[src/rtl/if_busca_if.sv]
// Instruction-memory fetch bus: registered req/addr from the fetch stage, one-cycle ack with data.
interface if_busca_if #(
  parameter int unsigned LARGURA = 16
) ();
  logic               mem_req;
  logic [LARGURA-1:0] mem_addr;
  logic               mem_ack;
  logic [LARGURA-1:0] mem_dado;

  modport master (
    output mem_req,
    output mem_addr,
    input  mem_ack,
    input  mem_dado
  );

  modport slave (
    input  mem_req,
    input  mem_addr,
    output mem_ack,
    output mem_dado
  );
endinterface

[src/rtl/if_busca.sv]
// Instruction-fetch stage: owns the PC, fetches over req/ack and fills the IF/ID register,
// with a one-entry hold buffer for stalls and branch flush/redirect.
module if_busca #(
  parameter int unsigned        LARGURA  = 16,
  parameter logic [LARGURA-1:0] PC_RESET = '0
) (
  input  logic               clock,
  input  logic               reset,
  input  logic               stall,
  input  logic               desvio,
  input  logic [LARGURA-1:0] alvo,
  if_busca_if.master         mem,
  output logic [LARGURA-1:0] instrucao,
  output logic [LARGURA-1:0] pc_id,
  output logic               valido
);

  typedef enum logic [1:0] {StIdle, StBusca, StDescarta, StEspera} estado_e;

  estado_e            estado_q;
  logic               mem_req_q;
  logic [LARGURA-1:0] pc_q;
  logic [LARGURA-1:0] end_pend_q;
  logic [LARGURA-1:0] pc_desvio_q;
  logic [LARGURA-1:0] buf_dado_q;
  logic [LARGURA-1:0] buf_pc_q;
  logic [LARGURA-1:0] alvo_descarta;

  // A redirect arriving in the same cycle as the dropped word's ack beats the stored target.
  assign alvo_descarta = desvio ? alvo : pc_desvio_q;

  assign mem.mem_req  = mem_req_q;
  assign mem.mem_addr = end_pend_q;

  always_ff @(posedge clock) begin
    if (reset) begin
      estado_q    <= StIdle;
      mem_req_q   <= 1'b0;
      pc_q        <= PC_RESET;
      end_pend_q  <= '0;
      pc_desvio_q <= '0;
      buf_dado_q  <= '0;
      buf_pc_q    <= '0;
      instrucao   <= '0;
      pc_id       <= '0;
      valido      <= 1'b0;
    end else begin
      unique case (estado_q)
        StIdle: begin
          mem_req_q  <= 1'b1;
          end_pend_q <= pc_q;
          pc_q       <= pc_q + LARGURA'(1);
          estado_q   <= StBusca;
        end
        StBusca: begin
          if (desvio && mem.mem_ack) begin
            valido     <= 1'b0;
            end_pend_q <= alvo;
            pc_q       <= alvo + LARGURA'(1);
          end else if (desvio) begin
            valido      <= 1'b0;
            pc_desvio_q <= alvo;
            estado_q    <= StDescarta;
          end else if (mem.mem_ack && (!valido || !stall)) begin
            instrucao  <= mem.mem_dado;
            pc_id      <= end_pend_q;
            valido     <= 1'b1;
            end_pend_q <= pc_q;
            pc_q       <= pc_q + LARGURA'(1);
          end else if (mem.mem_ack) begin
            // Decode is stalled on a real word: park this one and stop requesting.
            buf_dado_q <= mem.mem_dado;
            buf_pc_q   <= end_pend_q;
            mem_req_q  <= 1'b0;
            estado_q   <= StEspera;
          end else if (!stall) begin
            valido <= 1'b0;
          end
        end
        StDescarta: begin
          valido <= 1'b0;
          if (mem.mem_ack) begin
            end_pend_q <= alvo_descarta;
            pc_q       <= alvo_descarta + LARGURA'(1);
            estado_q   <= StBusca;
          end else if (desvio) begin
            pc_desvio_q <= alvo;
          end
        end
        StEspera: begin
          if (desvio) begin
            valido     <= 1'b0;
            mem_req_q  <= 1'b1;
            end_pend_q <= alvo;
            pc_q       <= alvo + LARGURA'(1);
            estado_q   <= StBusca;
          end else if (!stall) begin
            instrucao  <= buf_dado_q;
            pc_id      <= buf_pc_q;
            valido     <= 1'b1;
            mem_req_q  <= 1'b1;
            end_pend_q <= pc_q;
            pc_q       <= pc_q + LARGURA'(1);
            estado_q   <= StBusca;
          end
        end
      endcase
    end
  end

endmodule

[src/flat_wrapper.sv]
// flat-port wrapper written by rule: the top's interface ports become plain ports
module if_busca_flat 
#(
  parameter int unsigned        LARGURA  = 16,
  parameter logic [LARGURA-1:0] PC_RESET = '0
)
  (clock, reset, stall, desvio, alvo, instrucao, pc_id, valido, mem_mem_req, mem_mem_addr, mem_mem_ack, mem_mem_dado);
  if_busca_if #(.LARGURA(LARGURA)) mem_i ();
  input  logic clock;
  input  logic reset;
  input  logic stall;
  input  logic desvio;
  input  logic [LARGURA-1:0] alvo;
  output logic [LARGURA-1:0] instrucao;
  output logic [LARGURA-1:0] pc_id;
  output logic valido;
  output wire logic [$bits(mem_i.mem_req)-1:0] mem_mem_req;
  output wire logic [$bits(mem_i.mem_addr)-1:0] mem_mem_addr;
  input wire logic [$bits(mem_i.mem_ack)-1:0] mem_mem_ack;
  input wire logic [$bits(mem_i.mem_dado)-1:0] mem_mem_dado;
  assign mem_mem_req = mem_i.mem_req;
  assign mem_mem_addr = mem_i.mem_addr;
  assign mem_i.mem_ack = mem_mem_ack;
  assign mem_i.mem_dado = mem_mem_dado;
  if_busca #(.LARGURA(LARGURA), .PC_RESET(PC_RESET)) u_core (.clock(clock), .reset(reset), .stall(stall), .desvio(desvio), .alvo(alvo), .mem(mem_i), .instrucao(instrucao), .pc_id(pc_id), .valido(valido));
endmodule
[config.mk]
export PLATFORM = sky130hd
export DESIGN_NAME = if_busca_flat
export DESIGN_NICKNAME = d
export VERILOG_FILES = /design/src/rtl/if_busca_if.sv /design/src/rtl/if_busca.sv /design/src/flat_wrapper.sv
export SDC_FILE = /design/constraint.sdc
export NUM_CORES = 1
export LEC_CHECK = 0
export CAP_MARGIN = 5
export CORE_MARGIN = 2
export CORE_UTILIZATION = 51
export DETAILED_ROUTE_END_ITERATION = 10
export GPL_TIMING_DRIVEN = 0
export HOLD_SLACK_MARGIN = 0.15
export PLACE_DENSITY = 0.75
export SLEW_MARGIN = 10
export SYNTH_ARGS = -nofsm -noshare
export SYNTH_HDL_FRONTEND = slang
export SYNTH_SLANG_ARGS = --single-unit
[constraint.sdc]
create_clock -name clock -period 6.72 [get_ports clock]
set_input_delay 1.008 -clock clock [delete_from_list [all_inputs] [get_ports clock]]
set_output_delay 1.008 -clock clock [all_outputs]
set_load 0.1 [all_outputs]
==> results.toml <==
[layout]
final_cell_mix = "nand2_1 (120), dfxtp_1 (116), nor2_1 (79)"
layout_commonest_cell = "nand2_1"
antenna_cells = 0
drive_gt1_share_pct = 6.448
stdcell_count = 1031
nets = 911
fillCellCount = 1049
design_area_um2 = 7649
area_growth_syn_to_layout_pct = 24.53

[clocking]
clk_latency_ns = 0.42
cts_made_buffers = 17
clock-sinks = 116
cts_tree = "yes"
postCtsSetupBuffers = 0
cts-resized-gates = 0
clock_path_buffers = 2
clockRootBuffer = "clkbuf_16"
ctsHoldBuffers = 0
clkTransAtPathRegs_ns = 0.06
h-tree-depth = 4

[power_and_ir_drop]
p_leak_nw = 2.634
cellPowerDensity_nw_per_um2 = 271.4
vdd_drop_max_v = 0.0001403
power_mw = 2.076

[synthesis]
ys_ff_latch = 116
syn_area_um2 = 6142
muxShareOfSynthArea_pct = 4.970
syn_avg_cell_area_um2 = 7.915
synth_top_family_by_area = "simple AND/OR/NAND/NOR gates"
synth.net_count = 816
synth.area.top_cells = "dfxtp_1 (38%), nand2_1 (7.3%), a311oi_1 (4.8%), nor2_1 (4.8%), mux2i_1 (4.2%)"
synth_edf_count = 0
syn_inst = 776
synth_top_area_share_pct = 37.81
synth.distinct_cells = 61
synth_xor_area_share_pct = 3.707
synth-simple-area-share_pct = 24.24
synthFlopType = "dfxtp_1"
synth_seq_area_share_pct = 37.81
async_reset_ff_share_pct = 0
yosysWarnings = 0
synth_compound_area_share_pct = 22.94
synth_largest_area_cell = "dfxtp_1"
synth-adder-area-share_pct = 0.6111

[floorplan]
ios = 87
start_util_pct = 51.78
rows = 40
die_area_um2 = 12940
coreArea_um2 = 11860
die_h_um = 113.7
die_width_um = 113.7

[global_routing]
grt_pass1_vias = 6087
grt_max_degree = 17
antenna_found_initial = 0
gr-total-overflow = 0
grt_use_total_pct = 32.95
grt_pass1_wl_um = 32850

[worst_setup_path]
worst_setup_path_start_kind = "input port"
slowest_stage = "a211oi_1"
required_ns = 7.09
slowest_delay_ns = 0.75
endpoint_kind = "register"
crit_fanout = 10
crit_chain = "buf_6, buf_8, buf_2, clkbuf_1, nand2_1, o21ai_0, ha_1, inv_1, a211oi_1, a21oi_1, nor3b_1, o221a_2"
crit_type = "input port to register"
crit_arrival_ns = 4.28

[timing]
period_minus_slack_ns = 3.911
slew_headroom_pct = 33.38
setup_violations = 0
clock.fmax_mhz = 255.7
fin_setup_tns_ns = 0
rsz0062_at_grt = "no"
worstMarginPinSlew_ns = 0.9962
drv_slew = 0
finalClockSkew_ns = 0.005546
fin_crit_sh_pct = 58.20
hold_violations = 0

[routing]
drtIter0Drc = 661
vias = 6519
wl_per_cell_um = 20.21
drt-met1-wl_um = 8732
dr_wl_met2_um = 9538
dr_wl_met3_um = 1709
routed_wl_um = 20830
drtAntennaViolNets = 0
route.detailed.drc = 0
highest_layer = "met4"
dr.pass1.iters = 7
avgViaCountPerCell = 6.323

[place]
globalplace.congestion = 0.9509
place_area_um2 = 7087
dpl.hpwl_um = 15530
port_buffers = 76
place_inst = 999

[run_status]
status = "finished clean"

[run]
maxCapViolCount = 0

[worst_hold_path]
hold_path_class = "register to register"
-- per-layer routing --
layer	up-vias	GRT usage [%]
met5	-	0
li1	3041	-
met1	3114	42.18
met3	62	8.236
met2	302	52.06
met4	0	16.18
-- layout make-up --
type,count,area [um^2],area share [%]
sequential,116,2322,30.36
inverter,11,41.29,0.5398
clock buffer,20,456.7,5.971
clock inverter,12,105.1,1.374
buffer,73,310.3,4.057
tap,147,183.9,2.405
multi-input combinational,576,3468,45.35
timing repair buffer,76,760.7,9.946
-- where the power goes --
| part | switching [mW] | leakage, nW | internal (mW) |
|---|---|---|---|
| Combinational | 0.316 | 1.42 | 0.128 |
| Clock | 0.339 | 0.265 | 0.526 |
| Sequential | 0.0409 | 0.946 | 0.726 |
-- stage by stage --
step / hold slack [ns] / worst slack, ns / utilization, %
floorplan: 0.4365 / 3.477 / -
global placement: 0.4431 / 2.490 / 59.75
detailed placement: 0.4465 / 2.491 / 59.75
CTS: 0.4540 / 2.936 / 64.48
global route: 0.4688 / 2.774 / 64.48
finish: 0.4551 / 2.809 / 64.48
-- registers in the layout, summed over array words and instances, names as in the netlist, 2 cells and up --
| register | flops |
|---|---|
| u_core.mem.mem_addr | 16 |
| u_core.estado_q | 2 |
| u_core.pc_id | 16 |
| u_core.pc_desvio_q | 16 |
| u_core.pc_q | 16 |
| u_core.buf_pc_q | 16 |
| u_core.buf_dado_q | 16 |
| u_core.instrucao | 16 |
-- path summary, 6_finish.rpt --
path | start | cells past startpoint | to | slack, ns
worst max register to register | u_core.estado_q[1]$_SDFFE_PP0P_ | 7 | u_core.pc_q[14]$_SDFFE_PP0P_ | 3.91
worst max-delay path | desvio | 12 | u_core.pc_q[10]$_SDFFE_PP0P_ | 2.81
worst min-delay path | u_core.buf_pc_q[14]$_SDFFE_PP0P_ | 2 | u_core.buf_pc_q[14]$_SDFFE_PP0P_ | 0.46
worst min register to register | u_core.buf_pc_q[14]$_SDFFE_PP0P_ | 2 | u_core.buf_pc_q[14]$_SDFFE_PP0P_ | 0.46
-- cell usage after synthesis, types with 5 or more instances --
library cell / instances
nand4_1: 11
xor2_1: 11
xnor2_1: 15
inv_1: 11
nor3b_1: 5
nand2_1: 120
a31oi_1: 6
nand3b_1: 5
a311oi_1: 34
nor2_1: 79
nor3_1: 13
a22o_1: 7
nor4_1: 7
and3_1: 5
a221oi_1: 10
a211oi_1: 20
mux2i_1: 26
o21ai_0: 25
nand3_1: 50
a21oi_1: 48
buf_2: 11
buf_1: 7
clkbuf_1: 52
dfxtp_1: 116
a222oi_1: 16
-- cells by family after synthesis --
logic type,count (synthesis)
multiplexers,30
AO/OA/AOI/OAI,195
adder cells (fa/ha/maj),3
buffers and inverters,84
flip-flops,116
XOR/XNOR,26
AND/OR/NAND/NOR,322
-- worst max-delay path: cells and delay by family --
kind / cells / cell delay [ns]
compound gates: 4 / 1.34
buf+inv: 5 / 1.14
simple gates: 2 / 0.55
fa+ha+maj: 1 / 0.25
No activity file was read; power rests on OpenSTA's default activity.
